### src/rtl/dtack_gen.sv
// DTACK generator for the 68000 bus glue logic.
// Adds per-device wait states for ROM and RAM selects and passes the DUART DTACK
// straight through to the CPU. Defining BERR_TIMEOUT_EN adds the as_n input, the
// berr output and a bus-error timeout counter.
module dtack_gen #(
  parameter int unsigned ROM_WAIT    = 3,
  parameter int unsigned RAM_WAIT    = 1,
  parameter int unsigned BERR_CYCLES = 64
) (
  input  logic clk,
  input  logic reset,
  input  logic ram_evn_cs,
  input  logic ram_odd_cs,
  input  logic rom_evn_cs,
  input  logic rom_odd_cs,
  input  logic duart_dtack,
`ifdef BERR_TIMEOUT_EN
  input  logic as_n,
  output logic berr,
`endif
  output logic dtack
);

  localparam logic [3:0] RomWait  = 4'(ROM_WAIT);
  localparam logic [3:0] RamWait  = 4'(RAM_WAIT);
  localparam logic [3:0] CntMax   = 4'hf;

  logic       rom_sel;
  logic       ram_sel;
  logic       mem_sel;
  logic [3:0] wait_n;
  logic [3:0] cnt_d, cnt_q;
  logic       mem_ack;

  // Decode the active-low selects; ROM wins when both are active.
  always_comb begin
    rom_sel = ~rom_evn_cs | ~rom_odd_cs;
    ram_sel = ~ram_evn_cs | ~ram_odd_cs;
    mem_sel = rom_sel | ram_sel;
    wait_n  = rom_sel ? RomWait : RamWait;
  end

  // Wait counter next state: clear between accesses, saturate instead of wrapping.
  always_comb begin
    cnt_d = cnt_q;
    if (!mem_sel) begin
      cnt_d = 4'd0;
    end else if (cnt_q != CntMax) begin
      cnt_d = cnt_q + 4'd1;
    end
  end

  // Wait counter register.
  always_ff @(posedge clk or posedge reset) begin
    if (reset) begin
      cnt_q <= 4'd0;
    end else begin
      cnt_q <= cnt_d;
    end
  end

  // Output is combinational on the selects so DTACK never stretches into the next
  // cycle; reset masks the memory path (a zero wait would otherwise ack) but not
  // the unregistered DUART path.
  always_comb begin
    mem_ack = mem_sel & (cnt_q >= wait_n) & ~reset;
    dtack   = ~(mem_ack | ~duart_dtack);
  end

`ifdef BERR_TIMEOUT_EN
  localparam logic [7:0] BerrCycles = 8'(BERR_CYCLES);

  logic [7:0] tmo_d, tmo_q;
  logic       tmo_hit;

  // Timeout counter next state: runs while a strobed cycle goes unacknowledged,
  // stops at the limit so berr holds until the strobe is released.
  always_comb begin
    tmo_d   = tmo_q;
    tmo_hit = (tmo_q == BerrCycles);
    if (as_n) begin
      tmo_d = 8'd0;
    end else if (dtack && !tmo_hit) begin
      tmo_d = tmo_q + 8'd1;
    end
  end

  // Timeout counter register.
  always_ff @(posedge clk or posedge reset) begin
    if (reset) begin
      tmo_q <= 8'd0;
    end else begin
      tmo_q <= tmo_d;
    end
  end

  // Bus error releases as soon as the strobe goes high.
  always_comb begin
    berr = ~(tmo_hit & ~as_n & ~reset);
  end
`endif

endmodule

### config.mk
export PLATFORM = sky130hd
export DESIGN_NAME = dtack_gen
export DESIGN_NICKNAME = d
export VERILOG_FILES = /design/src/rtl/dtack_gen.sv
export SDC_FILE = /design/constraint.sdc
export NUM_CORES = 1
export LEC_CHECK = 0
export BUFFER_PORTS_ARGS = -buffer_cell sky130_fd_sc_hd__buf_2
export CAP_MARGIN = 20
export CORE_AREA = 10 10 47 49
export CTS_CLUSTER_DIAMETER = 80
export DETAILED_ROUTE_END_ITERATION = 8
export DIE_AREA = 0 0 57 59
export HOLD_SLACK_MARGIN = 0.08
export PLACE_DENSITY_LB_ADDON = 0.2
export SLEW_MARGIN = 30
export SYNTH_ARGS = -nofsm -noshare
export SYNTH_HDL_FRONTEND = slang
export SYNTH_SLANG_ARGS = --single-unit
### constraint.sdc
create_clock -name clk -period 1.74 [get_ports clk]
set_input_delay 0.087 -clock clk [delete_from_list [all_inputs] [get_ports clk]]
set_output_delay 0.087 -clock clk [all_outputs]
set_load 0.005 [all_outputs]
# --- Word-level counts from Yosys, hierarchy flattened ---
# Index checks and enable logic that the tools add are counted.
word_totals:
  register_bits: 4
  inputBits: 7
  output_inout_bits: 1
  word_cells: 21
classes:
  add_sub_neg: 1
  magnitude_cmp: 1
  n_eq_ne: 2
  n_mux: 3
  n_bitwise: 13
op_table:
  columns: ["operator", "n"]
  rows:
  - ["4-bit two-way mux", 2]
  - ["1-bit NOT", 7]
  - ["4-bit by 1-bit adder with 4-bit output (second input constant)", 1]
  - ["4-bit by 2-bit greater-or-equal comparator with 1-bit output", 1]
  - ["4-bit != test (second input constant)", 1]
  - ["1-bit OR", 4]
  - ["1-bit bitwise AND", 2]
  - ["2-bit two-way mux", 1]
  - ["2-bit by 1-bit != test with 1-bit output (second input constant)", 1]

# --- Depth between registers and ports, before layout ---
logic_depth:
  depth_word: 8
  depth_mapped: 4
  mapped_depth_nobuf: 4

# --- Least setup slack after synthesis ---
# Ideal clock, no wire load.
synth_timing:
  path_type: "register to output"
  start: "register cnt_q[1]"
  end: "output dtack"
  arrival_ns: 1.191
  required_ns: 1.653
  slack_ns: 0.462
  stages_incl_launch_ff: 4
  path_buffers: 0
  path_cell_list: "dfrtp_1 > ha_1 > a2111oi_0 > o31a_1"
synth_between:
  elab_chain_cells: 5
synth_lines:
  columns: ["element", "line_no", "source"]
  rows:
  - ["start, declared", "32", "logic [3:0] cnt_d, cnt_q;"]
  - ["start signal, assigned", "58", "cnt_q <= cnt_d;"]
  - ["4-bit by 2-bit greater-or-equal comparator with 1-bit output", "66", "mem_ack = mem_sel & (cnt_q >= wait_n) & ~reset;"]
  - ["1-bit bitwise AND (2 in a row)", "66", null]
  - ["1-bit OR", "67", "dtack = ~(mem_ack | ~duart_dtack);"]
  - ["1-bit NOT", "67", null]
  - ["end, declared", "21", "output logic dtack"]
# No other way between the ends.

# --- Final worst setup path ---
# Same ends and word-level chain as after synthesis.

==> summary.md <==
| Metric | Value |
|---|---|
| Cell Area, Synth | 238 sq um |
| Clock share of power | 0.196 |
| Worst Clk Skew | 0.000376 ns |
| Critical Path Fanout Max | 4 |
| Fin worst setup slack | 0.157 ns |
| Total Routed Length | 535 um |
| I/O Pins | 8 |
| Final instance area | 347 sq um |
| Clock root buffer | clkbuf_4 |
| Layout cells sized above 1 | 0.405 |
| Synth area leader | dfrtp_1 |
| Via/cell ratio | 4.23 |
| Core region area | 1400 sq um |
| Final hold violations | 0 |
| Cts bufs inserted | 3 |
| Post-DP Area | 293 sq um |
| Worst path max stage delay | 0.40 ns |
| Synth Instances | 24 |
| Detailed Routing Iterations Pass 1 | 1 |
| Initial antenna violation count | 0 |
| Antenna cells | 0 |
| Tot Pwr | 0.000550 W |
| Clock sinks | 4 |
| Post-DP HPWL | 469 um |
| Largest net degree at the start of global routing | 7 |
| WL per Instance | 10.1 um |
| Die H | 59 um |
| DR vias | 224 |
| CTS tree | built |
| Netlist cell types | 15 |
| Rows | 14 |
| Reg clk slew, reported paths | 0.03 ns |
| Commonest cells after routing, fill and taps aside | buf_2 (7), nor2_1 (4), dfrtp_1 (4) |
| DRT iter0 DRCs | 0 |
| Worst setup SP type | flip-flop |
| Max cap viols | 0 |
| Clock Latency Late Sink | 0.23 ns |
| Mean Syn Cell Area | 9.91 sq um |
| Max FFs per register | 4 |
| PortBufs | 7 |
| Yosys warns | 0 |
| Critical Path AT | 1.50 ns |
| RSZ-0062 raised after global routing | no |
| Drt drc | 0 |
| Initial cell density of the core | 0.170 |
| Critical Path, Cell by Cell | ha_1 -> a2111oi_2 -> o31a_1 -> buf_2 |
| Overflow after GRT | 0 |
| CTS max path bufs | 2 |
| Total routing usage reported by global routing | 0.0389 |
| Setup TNS | 0 ns |
| Worst rel slew slack | 0.827 |
| ANT nets after route | 0 |
| Gate power share | 0.418 |
| Full die area | 3360 sq um |
| Worst slack at placement | 0.272 ns |
| Crit-path slowest cell | dfrtp_1 |
| Post-route minimum period | 1.58 ns |
| # setup viols final | 0 |
| Most common cell after layout, fill and taps aside | buf_2 |
| Cell area power density | 1590 nW/um^2 |
| Main area contributors after synthesis | dfrtp_1 (42%), ha_1 (11%), nor2_1 (6.3%), and3_4 (4.7%), mux2i_1 (4.2%) |
| Sw Pwr | 0.000199 W |
| Largest reg by FF count | cnt_q |
| Post-synth top area share | 0.421 |
| Fin crit share | 0.910 |
| Sequential element share of the synthesized area | 0.421 |
| Max-slew violation count | 0 |
| Layout area overhead | 45.8% |
| Layout Nets | 48 |
| Actual slew at the worst max-slew pin | 0.258 ns |
| Type of the worst setup path | flip-flop to output pin |
| P_leak | 0.165 nW |
| Number of global-route vias before repair | 229 |
| Setup crit end kind | output pin |
| Die X | 57 um |
| Seq pwr share | 0.386 |
| Syn_nets | 33 |
| Switching share of power | 0.362 |
| Largest regs | cnt_q x4 |
| Final Wtd Congestion | 0.738 |
| CTS H-tree lvls | 1 |
| Crit path required time | 1.65 ns |
| Maximum vdd drop | 570 uV |
| Hold/Removal Path Class | primary input to flip-flop |
| First-pass GRT wire length | 959 um |
| Int Power | 0.000351 W |
| Post-synthesis sequential element count | 4 |
| Fmax | 0.632 GHz |
| Run status | finished, final reports clean |
layout make-up:
type,instances,area [sq um]
Clock buffer,3,22.5
Sequential cell,4,100
Inverter,1,3.75
Fill cell,164,1050
Tap cell,16,20.0
Timing Repair Buffer,10,60.1
Multi-Input combinational cell,19,140
per-stage QoR:
| step | utilization | hold WS (ns) | std cells |
|---|---|---|---|
| 2_1_floorplan | - | -0.147 | 24 |
| 3_3_place_gp | 0.209 | -0.0122 | 47 |
| 3_5_place_dp | 0.209 | -0.0130 | 47 |
| 4_1_cts | 0.232 | 0.216 | 51 |
| 5_1_grt | 0.247 | 0.224 | 53 |
| 6_report | 0.247 | 0.219 | 53 |
worst max-delay path: cells and delay by family, from the launching register on:
kind,cells,cell delay (ns)
compound gates,2,0.44
flops,1,0.40
fa+ha+maj,1,0.32
buf+inv,1,0.11
cells by family (layout without fill, tap and decap cells):
family | after synthesis | count (layout) | share of synthesized area
flip-flops | 4 | 4 | 0.421
AND/OR/NAND/NOR | 12 | 12 | 0.279
adder cells (fa/ha/maj) | 2 | 2 | 0.105
XOR/XNOR | 1 | 1 | 0.0368
AO/OA/AOI/OAI | 3 | 3 | 0.100
buffers and inverters | 1 | 14 | 0.0158
multiplexers | 1 | 1 | 0.0421
routing by layer:
layer	vias up	global-route usage	part of all wire
li1	114	-	-
met1	107	0.0308	0.31
met3	2	0.0193	0.024
met2	1	0.0620	0.65
met5	-	0	0
met4	0	0.0503	0.0075
synthesized netlist by cell type (all sizes together):
| cell | n |
|---|---|
| dfrtp | 4 |
| nor2 | 4 |
| ha | 2 |
| nand3 | 2 |
| nor3 | 2 |
| a2111oi | 1 |
| a31oi | 1 |
| and2 | 1 |
| and3 | 1 |
| inv | 1 |
| mux2i | 1 |
| nand2 | 1 |
| nor3b | 1 |
| o31a | 1 |
| xnor2 | 1 |
timing repair:
item,CTS,global route
buffers inserted,0,2
hold buffers,1,0
endpoints found under the hold margin,4,0
resized for setup,0,2
setup endpoints to repair,0,1
path summary, 6_finish.rpt:
path                            start  endpoint  slack [ns]  depth (start not counted)
max                          cnt_q[1]     dtack        0.16                          4
min                        ram_odd_cs  cnt_q[1]        0.22                          3
max reg2reg                  cnt_q[1]  cnt_q[1]        0.46                          5
min reg2reg                  cnt_q[3]  cnt_q[2]        0.63                          2
max in group asynchronous       reset  cnt_q[3]        1.30                          3
min in group asynchronous       reset  cnt_q[0]        0.30                          3
power groups by stage:
stage	Clock, W	Combinational (W)	Sequential, W
global route	0.000127	0.000274	0.000222
global placement	0	0.000169	0.000204
finish	0.000108	0.000230	0.000212
detailed placement	0	0.000183	0.000210
CTS	0.000115	0.000186	0.000209
floorplan	0	0.000140	0.000193
Note: power is estimated with default switching activity, not from simulation.
